`src/rtl/jk_seq_driver.sv`:
```
// jk_seq_driver: drives a byte LSB-first into an external JK flip-flop via J/K/enable excitation.
// Define JKDRV_CHECK_EN to enable settle-time feedback compare with sticky err and early abort.
module jk_seq_driver (
  input  logic       clk,
  input  logic       reset,
  input  logic       start,
  input  logic [7:0] data,
  input  logic       q,
  output logic       ready,
  output logic       enable,
  output logic       J,
  output logic       K,
  output logic       busy,
  output logic       done,
  output logic       err
);
  typedef enum logic [1:0] {IDLE, DRIVE, SETTLE, DONE} state_t;
  state_t state_q, state_d;
  logic [7:0] shadow_q, shadow_d;
  logic [2:0] bit_idx_q, bit_idx_d;
  logic t, accept, mismatch;
  assign t      = shadow_q[bit_idx_q];
  assign accept = (state_q == IDLE) && start;
  assign ready  = state_q == IDLE;
  assign busy   = (state_q == DRIVE) || (state_q == SETTLE);
  assign done   = state_q == DONE;
  assign enable = state_q == DRIVE;
  // J and K are mutually exclusive because t&~q and ~t&q cannot both hold
  assign J      = enable && t && !q;
  assign K      = enable && !t && q;
`ifdef JKDRV_CHECK_EN
  logic err_q, err_d;
  assign mismatch = (state_q == SETTLE) && (q != t);
  assign err      = err_q;
  always_comb begin
    err_d = accept ? 1'b0 : mismatch ? 1'b1 : err_q;
  end
  always_ff @(posedge clk) begin
    if (reset) err_q <= 1'b0;
    else err_q <= err_d;
  end
`else
  assign mismatch = 1'b0;
  assign err      = 1'b0;
`endif
  always_comb begin
    state_d   = (state_q == IDLE)   ? (start ? DRIVE : IDLE) :
                (state_q == DRIVE)  ? SETTLE :
                (state_q == SETTLE) ? ((bit_idx_q == 3'd7 || mismatch) ? DONE : DRIVE) :
                IDLE;
    shadow_d  = accept ? data : shadow_q;
    bit_idx_d = accept ? 3'd0 :
                (state_q == SETTLE && state_d == DRIVE) ? bit_idx_q + 3'd1 : bit_idx_q;
  end
  always_ff @(posedge clk) begin
    if (reset) begin
      state_q   <= IDLE;
      shadow_q  <= 8'h00;
      bit_idx_q <= 3'd0;
    end else begin
      state_q   <= state_d;
      shadow_q  <= shadow_d;
      bit_idx_q <= bit_idx_d;
    end
  end
endmodule

```
`config.mk`:
```
export PLATFORM = sky130hd
export DESIGN_NAME = jk_seq_driver
export DESIGN_NICKNAME = d
export VERILOG_FILES = /design/src/rtl/jk_seq_driver.sv
export SDC_FILE = /design/constraint.sdc
export NUM_CORES = 1
export LEC_CHECK = 0
export ABC_AREA = 1
export ABC_CLOCK_PERIOD_IN_PS = 1600
export BUFFER_PORTS_ARGS = -buffer_cell sky130_fd_sc_hd__buf_2
export CELL_PAD_IN_SITES_DETAIL_PLACEMENT = 0
export CELL_PAD_IN_SITES_GLOBAL_PLACEMENT = 1
export CORE_ASPECT_RATIO = 1.25
export CORE_MARGIN = 5
export CORE_UTILIZATION = 36
export DETAILED_ROUTE_END_ITERATION = 10
export MAX_ROUTING_LAYER = met4
export PLACE_DENSITY = 0.83
export SLEW_MARGIN = 10
export SYNTH_ARGS = -nofsm -noshare
export SYNTH_HDL_FRONTEND = slang
export SYNTH_SLANG_ARGS = --single-unit
```
`constraint.sdc`:
```
create_clock -name clk -period 1.6 [get_ports clk]
set_input_delay 0.16 -clock clk [delete_from_list [all_inputs] [get_ports clk]]
set_output_delay 0.16 -clock clk [all_outputs]
set_load 0.01 [all_outputs]
```
; ---- Word-level counts from Yosys, hierarchy flattened
; Index checks and enable logic that the tools add are counted.
[word_totals]
elab_cells = 28
ff_bits = 13
in_bits = 12
[classes]
eq_ne = 5
add_sub_neg = 1
magnitude_cmp = 1
n_reduce_logical = 11
n_mux = 7
[op_table]
columns = operator, count
row1 = 2-to-1 mux 2 bit, 4
row2 = logical AND 1 bit, 6
row3 = == test 2 x 1 -> 1 bit (second input constant), 2
row4 = == test 2 bit (second input constant), 2
row5 = less-than comparator 3 x 4 -> 1 bit (second input constant), 1
row6 = adder 3 x 1 -> 3 bit (second input constant), 1
row7 = binary-select mux 1 bit (select 3 bit), 1
row8 = == test 3 bit (second input constant), 1
row9 = zero test 1 bit, 2
row10 = zero test 2 bit, 1
row11 = 2-to-1 mux 1 bit, 2
row12 = OR reduction 2 bit, 1
row13 = logical OR 1 bit, 1

; ---- Depth between registers and ports, before layout
[logic_depth]
word_depth = 7
ltp_mapped = 8
depth_no_buf = 8

; ---- Worst setup path before layout
; Ideal clock, no wire load.
[synth_path]
path_kind = register -> register
startpoint = register bit_idx_q[0]
endpoint = register bit_idx_q[0]
path_slack_ps = 303
required_time_ps = 1487
period_less_slack_ps = 1297
arrival_ps = 1184
stages_incl_launch_ff = 9
n_path_buf = 0
path_cell_list = dfxtp_1 > ha_1 > ha_1 > nand3_1 > nand2_1 > nor2_4 > nand2_1 > nand2_1 > nor2_1
[synth_via]
elab_chain_cells = 7
elab_cells_between_ends = 8
[synth_rtl]
columns = item, line_no
row1 = start: declaration, 20  ; logic [2:0] bit_idx_q, bit_idx_d;
row2 = start signal: assignment, 63  ; bit_idx_q <= bit_idx_d;
row3 = == test 3 bit, 49  ; (state_q == SETTLE) ? ((bit_idx_q == 3'd7 || mismatch) ? DONE : DRIVE) :
row4 = 2-to-1 mux 2 bit (2 in a row), 49
row5 = 2-to-1 mux 2 bit, 48  ; (state_q == DRIVE) ? SETTLE :
row6 = 2-to-1 mux 2 bit, 47  ; state_d = (state_q == IDLE) ? (start ? DRIVE : IDLE) :
row7 = == test 2 x 1 -> 1 bit, 53  ; (state_q == SETTLE && state_d == DRIVE) ? bit_idx_q + 3'd1 : bit_idx_q;
row8 = logical AND 1 bit, 53
; Several ways; a longest one is shown, not always the timed one.
; A chain may end at the register's enable or synchronous reset.

; ---- Worst setup path in the final report
[layout_path]
startpoint = register bit_idx_q[0]
endpoint = output J
[layout_via]
elab_chain_cells = 4
[layout_rtl]
columns = item, line_no
row1 = binary-select mux 1 bit (select 3 bit), 22  ; assign t = shadow_q[bit_idx_q];
row2 = 2-to-1 mux 1 bit (not written as such), 22
row3 = logical AND 1 bit (2 in a row), 29  ; assign J = enable && t && !q;
row4 = end: declaration, 11  ; output logic J,
; Every way passes these cells. The select of a mux whose other input is x is not followed.

==> impl_metrics.toml <==
[power_and_ir_drop]
p_int_uw = 498.0
p_sw_uw = 202.3
p_per_area_nw_per_um2 = 797.3
p_leak_nw = 0.4202
p_seq_share_pct = 50.7
ir_drop_mv = 0.5721
p_clk_share_pct = 29.2
switching_share_pct = 28.89
power_uw = 700.3
comb_power_share_pct = 20.0

[detailed_routing]
dr.first_iter.drc_count = 7
routed_wl_um = 1365
firstDrtPassIters = 3
via_per_inst = 4.636
drtAntennaViolNets = 0
vias = 649
wl_per_cell_um = 9.750
post-route-drc-count = 0

[critical_path]
critPathLaunchType = "flop"
cp.arrival_ps = 1260
cp-end-kind = "primary output"
r2r_end = "bit_idx_q[0]"
path_class = "flop to primary output"
r2r-start = "bit_idx_q[0]"
reg2reg_depth = 8
required_ps = 1440
worst-path-max-fanout = 8
timing.reg2reg.setup_slack_ps = 240

[logic_synthesis]
seq_area_frac_synth_pct = 34.04
yosys.area.top_type_share_pct = 34.04
ys_ff_latch = 13
ys_warn_count = 0
synthDistinctLibCells = 18
synth_top_area_cell = "dfxtp_1"
avgSynthCellArea_um2 = 7.495
synth_area_um2 = 764.5
synth_nets = 120
synth.top_cells.by_area = "dfxtp_1 34%, a211oi_2 13%, nand2_1 12%"
postSynthCellCount = 102

[grt]
grt-ovfl-total = 0
grt_pass1_vias = 596
grtUsageTotal_pct = 11.18
grt_max_degree = 18
antenna_found_initial = 0
grt_first_pass_wirelength_um = 2463

[worst_hold_path]
min-delay-start = "data[3]"
hold_depth = 3
holdPathEnd = "shadow_q[3]"
hold_path_class = "input pin to flop"

[die]
dieArea_um2 = 3151
die_y_um = 61.52
core_um2 = 2004
rows = 18
pin_count = 19
dieWidth_um = 51.22
initial_core_util_pct = 38.14

[timing]
fin_setup_tns_ps = 0
clock_skew_ps = 1.733
rsz0062_at_grt = "false"
drv_slew = 0
finalSetupViolCount = 0
period_share_pct = 88.83
setup_ws_ps = 178.8
hold_violations = 0
final.min_clock_period_ps = 1421
fmax_ghz = 0.7036

[placed_design]
dp_worst_setup_slack_ps = 184.5
place_congestion = 0.7616
post_dp_cell_area_um2 = 850.8
dp_hpwl_um = 1118
io_buffers = 17

[final_layout]
layout_common_cells = "25 x nand2_1, 17 x buf_2, 15 x nor2_1"
seq_area_um2 = 261.5
drive_gt1_share_pct = 32.50
multiInputGateArea_um2 = 416.7
finalInstanceArea_um2 = 878.3
area_growth_pct = 14.89
final_nets = 139
antenna-diode-count = 0
fill_cells = 227
layout_commonest_cell = "nand2_1"

[clock_tree]
cts_sinks = 13
clkTransAtPathRegs_ps = 80
cts_tree = "done"
ctsHtreeMaxLevel = 1
ctsRootBufferMaster = "clkbuf_4"
ctsHoldBuffers = 0
cts_buffers = 3
max-clock-path-buffers = 2
clock_latency_ps = 270

[outcome]
outcome = "completed"

[run]
drv_cap = 0
==> cell families (layout without fill, tap and decap cells) <==
group	after synthesis	after routing	synth area share [%]
AND/OR/NAND/NOR	50	50	27.99
buffers and inverters	20	38	11.46
flip-flops	13	13	34.04
AO/OA/AOI/OAI	12	12	16.20
adder cells (fa/ha/maj)	6	6	9.820
other	1	1	0.4905
==> power groups by stage <==
| stage | combinational, mW | sequential [mW] | clock (mW) |
|---|---|---|---|
| 3_3_place_gp | 0.140 | 0.363 | 0 |
| 2_1_floorplan | 0.112 | 0.361 | 0 |
| 4_1_cts | 0.143 | 0.355 | 0.210 |
| 5_1_grt | 0.162 | 0.358 | 0.226 |
| 3_5_place_dp | 0.142 | 0.363 | 0 |
| 6_report | 0.140 | 0.355 | 0.205 |
==> registers in the layout, summed over array words and instances, names as in the netlist <==
register	count
bit_idx_q	3
state_q	2
shadow_q	8
==> critical path: stages (launching register included) <==
cell	delay, ps
dfxtp_2	410
inv_2	70
nand2_1	70
nand3_1	80
nand3_1	100
nand2_1	60
nor2_2	70
buf_2	130
==> Yosys cell counts <==
master / n
buf_6: 1
nand3_2: 1
dfxtp_1: 13
nor2_2: 1
buf_2: 1
ha_1: 6
inv_2: 5
conb_1: 1
nand3_1: 6
nor2_4: 1
o21ai_2: 1
nand2_2: 1
a21oi_1: 3
buf_4: 1
nor2_1: 15
inv_1: 12
a211oi_2: 8
nand2_1: 25
==> final cells by class <==
class                           count  area share [%]
Inverter                           17           7.265
Multi-Input combinational cell     69           47.44
Sequential cell                    13           29.77
Tap cell                           20           2.849
Clock buffer                        4           2.991
Timing Repair Buffer               17           9.687
==> worst max path at each step <==
stage            startpoint      endpoint  slack [ps]  depth (start not counted)
6_report       bit_idx_q[0]             J         180                          7
5_1_grt        bit_idx_q[0]             J          70                          7
4_1_cts        bit_idx_q[0]             J          60                          7
3_5_place_dp   bit_idx_q[0]  bit_idx_q[0]         180                          8
3_3_place_gp   bit_idx_q[0]  bit_idx_q[0]         240                          8
2_1_floorplan  bit_idx_q[0]  bit_idx_q[0]         300                          8
==> metal layers <==
metal	share of wire, %	global-route usage (%)
met4	2.9	8.989
met1	47	13.03
met3	6.7	2.663
met5	0	-
met2	44	16.39
==> stage by stage <==
stage	util, %	hold WS, ps	cells
after global placement	42.45	436.6	136
final	43.82	156.1	140
after detailed placement	42.45	444.8	136
after global routing	43.82	165.9	140
after CTS	43.76	156.0	140
after floorplan	-	330.5	102
==> what timing repair did <==
item / 4_1_cts / 5_1_grt
setup buffers: 0 / 0
endpoints found under the setup margin: 0 / 2
gates resized for setup: 0 / 1
endpoints found under the hold margin: 0 / 0
Power figures use the tool's default switching activity.
